`config.mk`:
```
export PLATFORM = sky130hd
export DESIGN_NAME = spi_line_draw_n_flat
export DESIGN_NICKNAME = d
export VERILOG_FILES = /design/src/rtl/ili_pkg.sv /design/src/rtl/spi_line_draw_n_if.sv /design/src/rtl/line_stepper.sv /design/src/rtl/spi_line_draw_n.sv /design/src/flat_wrapper.sv
export SDC_FILE = /design/constraint.sdc
export NUM_CORES = 1
export LEC_CHECK = 0
export ABC_AREA = 1
export CAP_MARGIN = 20
export CORE_MARGIN = 2
export CORE_UTILIZATION = 55
export DETAILED_ROUTE_END_ITERATION = 7
export GPL_ROUTABILITY_DRIVEN = 0
export MAX_ROUTING_LAYER = met4
export PLACE_DENSITY = 0.76
export SLEW_MARGIN = 15
export SYNTH_ARGS = -nofsm -noshare
export SYNTH_HDL_FRONTEND = slang
export SYNTH_SLANG_ARGS = --single-unit
```
`constraint.sdc`:
```
create_clock -name i_clk -period 11.37 [get_ports i_clk]
set_input_delay 2.274 -clock i_clk [delete_from_list [all_inputs] [get_ports i_clk]]
set_output_delay 2.274 -clock i_clk [all_outputs]
set_load 0.01 [all_outputs]
```
`src/rtl/ili_pkg.sv`:
```
// Shared ILI9341 command codes, coordinate type, draw FSM states and the
// per-pixel byte table used by spi_line_draw_n.
package ili_pkg;

    localparam logic [7:0] CMD_CASET = 8'h2A;
    localparam logic [7:0] CMD_PASET = 8'h2B;
    localparam logic [7:0] CMD_RAMWR = 8'h2C;

    localparam int COORD_W_DEF = 9;
    typedef logic [COORD_W_DEF-1:0] coord_t;

    localparam logic [3:0] LAST_BYTE = 4'd12;

    typedef enum logic [2:0] {
        ST_IDLE,
        ST_LOAD,
        ST_EMIT,
        ST_STEP,
        ST_FIN
    } draw_state_t;

    // {dc, byte} for position idx of the 13-byte pixel sequence
    function automatic logic [8:0] pixel_byte(input logic [3:0] idx,
                                              input logic [15:0] x,
                                              input logic [15:0] y,
                                              input logic [15:0] c);
        logic [8:0] r;
        case (idx)
            4'd0:    r = {1'b0, CMD_CASET};
            4'd1:    r = {1'b1, x[15:8]};
            4'd2:    r = {1'b1, x[7:0]};
            4'd3:    r = {1'b1, x[15:8]};
            4'd4:    r = {1'b1, x[7:0]};
            4'd5:    r = {1'b0, CMD_PASET};
            4'd6:    r = {1'b1, y[15:8]};
            4'd7:    r = {1'b1, y[7:0]};
            4'd8:    r = {1'b1, y[15:8]};
            4'd9:    r = {1'b1, y[7:0]};
            4'd10:   r = {1'b0, CMD_RAMWR};
            4'd11:   r = {1'b1, c[15:8]};
            default: r = {1'b1, c[7:0]};
        endcase
        return r;
    endfunction

endpackage

```
`src/rtl/spi_line_draw_n_if.sv`:
```
// Byte stream from the line rasteriser to the shared SPI byte shifter.
interface spi_line_draw_n_if;

    logic [7:0] o_byte;
    logic       o_dc;
    logic       o_valid;
    logic       i_ready;

    modport master (output o_byte, output o_dc, output o_valid, input i_ready);
    modport slave  (input o_byte, input o_dc, input o_valid, output i_ready);

endinterface

```
`src/rtl/line_stepper.sv`:
```
// Bresenham state (x, y, err, direction) for one line; load latches endpoints,
// step advances one pixel. Also exposes the post-step position combinationally.
module line_stepper #(
    parameter int COORD_W = 9
) (
    input  logic               i_clk,
    input  logic               i_rst,
    input  logic               i_load,
    input  logic               i_step,
    input  logic [COORD_W-1:0] i_x0,
    input  logic [COORD_W-1:0] i_y0,
    input  logic [COORD_W-1:0] i_x1,
    input  logic [COORD_W-1:0] i_y1,
    output logic [COORD_W-1:0] o_x,
    output logic [COORD_W-1:0] o_y,
    output logic [COORD_W-1:0] o_x_next,
    output logic [COORD_W-1:0] o_y_next,
    output logic               o_at_end
);

    localparam int EW = COORD_W + 2;

    logic signed [EW-1:0] err, dx, dy;
    logic signed [EW-1:0] ld_dx, ld_dy, err_next;
    logic signed [EW:0]   e2;
    logic [COORD_W-1:0]   x_end, y_end;
    logic                 sx_neg, sy_neg;
    logic                 take_x, take_y;

    always_comb begin
        ld_dx = $signed({2'b00, i_x1}) - $signed({2'b00, i_x0});
        if (ld_dx[EW-1]) ld_dx = -ld_dx;
        ld_dy = $signed({2'b00, i_y1}) - $signed({2'b00, i_y0});
        if (!ld_dy[EW-1]) ld_dy = -ld_dy;

        // both axis decisions are taken from the same doubled error
        e2       = {err, 1'b0};
        take_x   = e2 >= $signed({dy[EW-1], dy});
        take_y   = e2 <= $signed({dx[EW-1], dx});
        err_next = err + (take_x ? dy : '0) + (take_y ? dx : '0);
        o_x_next = take_x ? (sx_neg ? o_x - 1'b1 : o_x + 1'b1) : o_x;
        o_y_next = take_y ? (sy_neg ? o_y - 1'b1 : o_y + 1'b1) : o_y;
    end

    assign o_at_end = (o_x == x_end) && (o_y == y_end);

    always_ff @(posedge i_clk) begin
        if (i_rst) begin
            o_x    <= '0;
            o_y    <= '0;
            x_end  <= '0;
            y_end  <= '0;
            err    <= '0;
            dx     <= '0;
            dy     <= '0;
            sx_neg <= 1'b0;
            sy_neg <= 1'b0;
        end else if (i_load) begin
            o_x    <= i_x0;
            o_y    <= i_y0;
            x_end  <= i_x1;
            y_end  <= i_y1;
            dx     <= ld_dx;
            dy     <= ld_dy;
            err    <= ld_dx + ld_dy;
            sx_neg <= i_x1 < i_x0;
            sy_neg <= i_y1 < i_y0;
        end else if (i_step) begin
            o_x <= o_x_next;
            o_y <= o_y_next;
            err <= err_next;
        end
    end

endmodule

```
`src/rtl/spi_line_draw_n.sv`:
```
// Bresenham line rasteriser emitting ILI9341 1x1-window pixel writes as a byte stream.
// Optional LINE_CLIP_EN: pixels outside H_RES x V_RES are stepped over without bytes.
module spi_line_draw_n
    import ili_pkg::*;
#(
    parameter int COORD_W = 9,
    parameter int COLOR_W = 16,
    parameter int H_RES   = 240,
    parameter int V_RES   = 320
) (
    input  logic               i_clk,
    input  logic               i_rst,
    input  logic               i_start,
    input  logic [COORD_W-1:0] i_x0,
    input  logic [COORD_W-1:0] i_y0,
    input  logic [COORD_W-1:0] i_x1,
    input  logic [COORD_W-1:0] i_y1,
    input  logic [COLOR_W-1:0] i_color,
    spi_line_draw_n_if.master  tx,
    output logic               o_busy,
    output logic               o_done
);

`ifdef LINE_CLIP_EN
    localparam bit CLIP = 1'b1;
`else
    localparam bit CLIP = 1'b0;
`endif

    draw_state_t        state;
    logic [3:0]         idx;
    logic [COLOR_W-1:0] color_q;
    logic [COORD_W-1:0] x, y, x_next, y_next;
    logic               at_end, load, step;
    logic               vis_cur, vis_next, open_px;
    logic [8:0]         nxt;

    function automatic logic on_panel(input logic [COORD_W-1:0] px,
                                      input logic [COORD_W-1:0] py);
        return !CLIP || ((32'(px) < 32'(H_RES)) && (32'(py) < 32'(V_RES)));
    endfunction

    line_stepper #(.COORD_W(COORD_W)) u_stepper (
        .i_clk    (i_clk),
        .i_rst    (i_rst),
        .i_load   (load),
        .i_step   (step),
        .i_x0     (i_x0),
        .i_y0     (i_y0),
        .i_x1     (i_x1),
        .i_y1     (i_y1),
        .o_x      (x),
        .o_y      (y),
        .o_x_next (x_next),
        .o_y_next (y_next),
        .o_at_end (at_end)
    );

    // visibility of the step target is judged before the step lands, so a
    // visible pixel goes straight from STEP to EMIT
    always_comb begin
        load     = (state == ST_IDLE) && i_start;
        step     = (state == ST_STEP) && !at_end;
        vis_cur  = on_panel(x, y);
        vis_next = on_panel(x_next, y_next);
        open_px  = ((state == ST_LOAD) && vis_cur) || (step && vis_next);
        nxt      = pixel_byte(idx + 4'd1, 16'(x), 16'(y), 16'(color_q));
    end

    always_ff @(posedge i_clk) begin
        if (i_rst) begin
            state      <= ST_IDLE;
            idx        <= '0;
            color_q    <= '0;
            tx.o_valid <= 1'b0;
            tx.o_dc    <= 1'b0;
            tx.o_byte  <= '0;
            o_busy     <= 1'b0;
            o_done     <= 1'b0;
        end else begin
            o_done <= 1'b0;
            case (state)
                ST_IDLE: if (i_start) begin
                    color_q <= i_color;
                    o_busy  <= 1'b1;
                    state   <= ST_LOAD;
                end
                ST_LOAD: state <= vis_cur ? ST_EMIT : ST_STEP;
                ST_EMIT: if (tx.o_valid && tx.i_ready) begin
                    if (idx == LAST_BYTE) begin
                        tx.o_valid <= 1'b0;
                        state      <= ST_STEP;
                    end else begin
                        idx       <= idx + 4'd1;
                        tx.o_dc   <= nxt[8];
                        tx.o_byte <= nxt[7:0];
                    end
                end
                ST_STEP: begin
                    if (at_end) begin
                        o_done <= 1'b1;
                        o_busy <= 1'b0;
                        state  <= ST_FIN;
                    end else if (vis_next) begin
                        state <= ST_EMIT;
                    end
                end
                ST_FIN:  state <= ST_IDLE;
                default: state <= ST_IDLE;
            endcase
            if (open_px) begin
                idx        <= '0;
                tx.o_valid <= 1'b1;
                tx.o_dc    <= 1'b0;
                tx.o_byte  <= CMD_CASET;
            end
        end
    end

endmodule
```
`src/flat_wrapper.sv`:
```
// flat-port wrapper written by rule: the top's interface ports become plain ports
module spi_line_draw_n_flat import ili_pkg::*;
#(
    parameter int COORD_W = 9,
    parameter int COLOR_W = 16,
    parameter int H_RES   = 240,
    parameter int V_RES   = 320
)
  (i_clk, i_rst, i_start, i_x0, i_y0, i_x1, i_y1, i_color, o_busy, o_done, tx_o_byte, tx_o_dc, tx_o_valid, tx_i_ready);
  spi_line_draw_n_if tx_i ();
  input  logic i_clk;
  input  logic i_rst;
  input  logic i_start;
  input  logic [COORD_W-1:0] i_x0;
  input  logic [COORD_W-1:0] i_y0;
  input  logic [COORD_W-1:0] i_x1;
  input  logic [COORD_W-1:0] i_y1;
  input  logic [COLOR_W-1:0] i_color;
  output logic o_busy;
  output logic o_done;
  output wire logic [$bits(tx_i.o_byte)-1:0] tx_o_byte;
  output wire logic [$bits(tx_i.o_dc)-1:0] tx_o_dc;
  output wire logic [$bits(tx_i.o_valid)-1:0] tx_o_valid;
  input wire logic [$bits(tx_i.i_ready)-1:0] tx_i_ready;
  assign tx_o_byte = tx_i.o_byte;
  assign tx_o_dc = tx_i.o_dc;
  assign tx_o_valid = tx_i.o_valid;
  assign tx_i.i_ready = tx_i_ready;
  spi_line_draw_n #(.COORD_W(COORD_W), .COLOR_W(COLOR_W), .H_RES(H_RES), .V_RES(V_RES)) u_core (.i_clk(i_clk), .i_rst(i_rst), .i_start(i_start), .i_x0(i_x0), .i_y0(i_y0), .i_x1(i_x1), .i_y1(i_y1), .i_color(i_color), .tx(tx_i), .o_busy(o_busy), .o_done(o_done));
endmodule
```
==> run metrics <==
run status=finished clean; post-route cell area=9470 um^2; crit path capture=u_core.u_stepper.err[7]; crit share post-route=53.3%; Die Span X=around 130 um; Internal Power=0.000830 W; Util after Layout=64.7%; die area=about 16000 um^2; maximum root-to-sink buffer count=2; H-tree levels=3; initial antenna violation count=0; setup_tns=0 ns; synth warn=0; sw power=0.000651 W; Startpoint Class=primary input; cts hold-fix bufs=0; minimum clock period=around 6.1 ns; final clock skew=~0.013 ns; total track usage=28.9%; clock tree from TritonCTS=built; DRT iter0 DRCs=906; max-cap viol count=0; synth top area cells=dfxtp_1, ha_1, nand2_1, inv_1, a21oi_1; aggregate routed wire length=between 20000 and 25000 um; Top FF cell, synth=dfxtp_1; FMAX=~170 MHz; PortBufs=67; Post-CTS Setup Bufs=0; Finish-stage setup viols=0; WL/cell=roughly 15 um; row cnt=44; RSZ-0062 raised after global routing=no; Initial Util=56.9%; Final ANT Viol Nets=0; async set-reset flop share out of synthesis=0%; routed via count=8145; Yosys reg bits=roughly 110; Hold WC Path Type=reg2reg; Net Sw Frac=44.0%; Root Buffer=clkbuf_16; Cell variety after synth=48; cell area after synthesis=around 8300 um^2; Crit-path slowest cell=a21boi_1; vias in the first global route=7388; post-detail-place hpwl=17200 um; Area growth syn-to-layout=13.7%; Core ar.=about 15000 um^2; CP most frequent cell=nand2_1; worst-path cell chain=clkdlybuf4s50_1, inv_1, ha_1, a21oi_1, nor2_1, a211oi_1, o31ai_2, a21boi_1, nand2_1, xor2_1, inv_1, ha_1, a21oi_1, nand2_1, nand2_1, nand2_1, nand2_1, nand2_1, a31oi_1, xor2_1, nor2_1, nor3_1; PD cells=156 nW/um^2; Yosys top cell area share=between 20 and 30%; WP data arrival=6.35 ns; critical path's largest stage delay=between 0.5 and 0.6 ns; final hold violations=0; Flop pwr share=30.9%; share of cells above drive strength 1=3.72%; DP Area=just over 9000 um^2; HP Start=u_core.color_q[0]; CP max FO=11; IO Pins=68; chip height=127 um; Worst R2R Path Depth=25; Req. time, crit path=11.66 ns; sequential share of the synthesized area=about 25%; FF-to-FF End=u_core.u_stepper.err[7]; R2R Path Start=u_core.u_stepper.dy[10]; Post-synth EDFFs=0; Slew Limit Fails=0; # DRC=0; worst slew pin tran=0.787 ns; Rel. slew slack=47.1%; Pleak=4.55 nW; CTS resizes=0; largest net degree at the start of global routing=74; syn_area_per_cell=6.76 um^2; clk sinks=106; post-synth top area cell=dfxtp_1; Ant. Diodes=0; CP Capture Type=flop; Comb power frac=around 47%; CTS Buf Count=9; first-pass GRT wire length=36500 um; Layout Nets=1437; CP startpoint=i_x0[4]; Clk pwr share=roughly 22%; clk slew on worst S/H paths=0.09 ns; DR vias/cell=5.53; setup slack, reg-to-reg=~6.7 ns; total global routing overflow=0; synthesized net count=1385; Peak VDD IR=87.2 uV; drt first pass iters=8; Gate Count Post-Synth=around 1200; Worst-Skew Late Latency=0.37 ns; Worst Setup Path Type=in2reg
[through the flow]
stage / cells / power [W] / hold WS, ns / setup WS, ns
after CTS: 1474 / 0.00147 / 0.459 / 5.36
final: 1474 / 0.00148 / 0.458 / 5.31
after global placement: 1458 / 0.00113 / 0.440 / 5.20
after floorplan: 1233 / 0.000962 / 0.430 / 6.10
after global routing: 1474 / 0.00160 / 0.480 / 4.89
after detailed placement: 1458 / 0.00114 / 0.446 / 4.98
[cells in the mapped netlist (2+ instances only)]
cell type / n
nand2_1: 228
inv_1: 211
a21oi_1: 158
dfxtp_1: 106
nor2_1: 98
o21ai_0: 97
ha_1: 80
nand3_1: 40
xor2_1: 40
clkbuf_1: 27
nand4_1: 23
fa_1: 16
xnor2_1: 16
nor3_1: 10
o211ai_1: 8
a31oi_1: 7
o21ai_1: 6
or2_2: 6
nand3b_1: 4
nor2_2: 4
o21bai_1: 4
a22oi_1: 3
inv_2: 3
nor2_4: 3
o2111ai_1: 3
o22ai_1: 3
a211o_1: 2
buf_1: 2
buf_2: 2
clkinv_1: 2
nand2_2: 2
nand3_2: 2
o21a_1: 2
[layer usage]
layer  vias up  routed length [um]  GRT usage [%]
li1       4112                   -              -
met1      3722               11000           42.4
met2       290                9440           41.8
met3        21                1660           5.36
met4         0                 278           5.30
met5         -                   0              -
[layout by cell type (no fill, tap or decap), types with 2 or more instances in the layout]
| cell type | synthesis | layout |
|---|---|---|
| a211o_1 | 2 | 2 |
| a21oi_1 | 158 | 158 |
| a22oi_1 | 3 | 3 |
| a31oi_1 | 7 | 7 |
| buf_4 | 0 | 5 |
| clkbuf_16 | 0 | 9 |
| clkdlybuf4s50_1 | 0 | 67 |
| clkinv_1 | 2 | 2 |
| clkinv_8 | 0 | 4 |
| dfxtp_1 | 106 | 106 |
| fa_1 | 16 | 16 |
| ha_1 | 80 | 80 |
| inv_1 | 211 | 211 |
| inv_2 | 3 | 3 |
| inv_6 | 0 | 2 |
| nand2_1 | 228 | 228 |
| nand2_2 | 2 | 2 |
| nand3_1 | 40 | 40 |
| nand3_2 | 2 | 2 |
| nand3b_1 | 4 | 4 |
| nand4_1 | 23 | 23 |
| nor2_1 | 98 | 98 |
| nor2_2 | 4 | 4 |
| nor2_4 | 3 | 3 |
| nor3_1 | 10 | 10 |
| o2111ai_1 | 3 | 3 |
| o211ai_1 | 8 | 8 |
| o21a_1 | 2 | 2 |
| o21ai_0 | 97 | 97 |
| o21ai_1 | 6 | 6 |
| o21bai_1 | 4 | 4 |
| o22ai_1 | 3 | 3 |
| or2_2 | 6 | 6 |
| xnor2_1 | 16 | 16 |
| xor2_1 | 40 | 40 |
[cell type report]
cell class | count | area [um^2]
clock buffer | 9 | 225
fill | 1352 | 5170
timing repair buffer | 72 | 708
multi-input combinational | 880 | 5280
sequential | 106 | 2120
clock inverter | 7 | 93.8
inverter | 216 | 811
tap | 184 | 230
[cells by family after synthesis]
kind of cell	share of synthesized area, %
buffers and inverters	11.2
adders and majority gates	15.9
xor gates and xnor gates	6.08
and+or+nand+nor	21.9
AOI/OAI and AO/OA	19.6
DFF	25.5
[worst min path at each step]
stage                                      to  slack, ns  depth (start not counted)
after floorplan             u_core.color_q[1]       0.43                          2
after global placement      u_core.color_q[0]       0.44                          2
after detailed placement    u_core.color_q[0]       0.45                          2
after CTS                   u_core.color_q[0]       0.46                          2
after global routing      u_core.tx.o_byte[2]       0.48                          2
final                       u_core.color_q[0]       0.46                          2
[flip-flops by register name, indices dropped and copies added (netlist names), 3 cells and up]
| signal | flops |
|---|---|
| u_core.color_q | 16 |
| u_core.u_stepper.y_end | 9 |
| u_core.state | 3 |
| u_core.idx | 4 |
| u_core.u_stepper.o_y | 9 |
| u_core.u_stepper.o_x | 9 |
| u_core.u_stepper.dy | 11 |
| u_core.u_stepper.err | 11 |
| u_core.u_stepper.x_end | 9 |
| u_core.u_stepper.dx | 11 |
| u_core.tx.o_byte | 8 |
[worst max-delay path, delay by kind of cell]
| kind | cells | cell delay, ns |
|---|---|---|
| buf+inv | 3 | 0.57 |
| xor+xnor | 2 | 0.38 |
| compound gates | 6 | 1.52 |
| simple gates | 9 | 0.81 |
| fa+ha+maj | 2 | 0.76 |
[power by group through the flow]
stage | combinational [W] | sequential [W] | clock (W)
after detailed placement | 0.000678 | 0.000465 | 0
after global placement | 0.000667 | 0.000464 | 0
after CTS | 0.000684 | 0.000457 | 0.000334
after floorplan | 0.000509 | 0.000453 | 0
after global routing | 0.000789 | 0.000463 | 0.000350
final | 0.000694 | 0.000457 | 0.000330
Note: power is estimated with default switching activity, not from simulation.
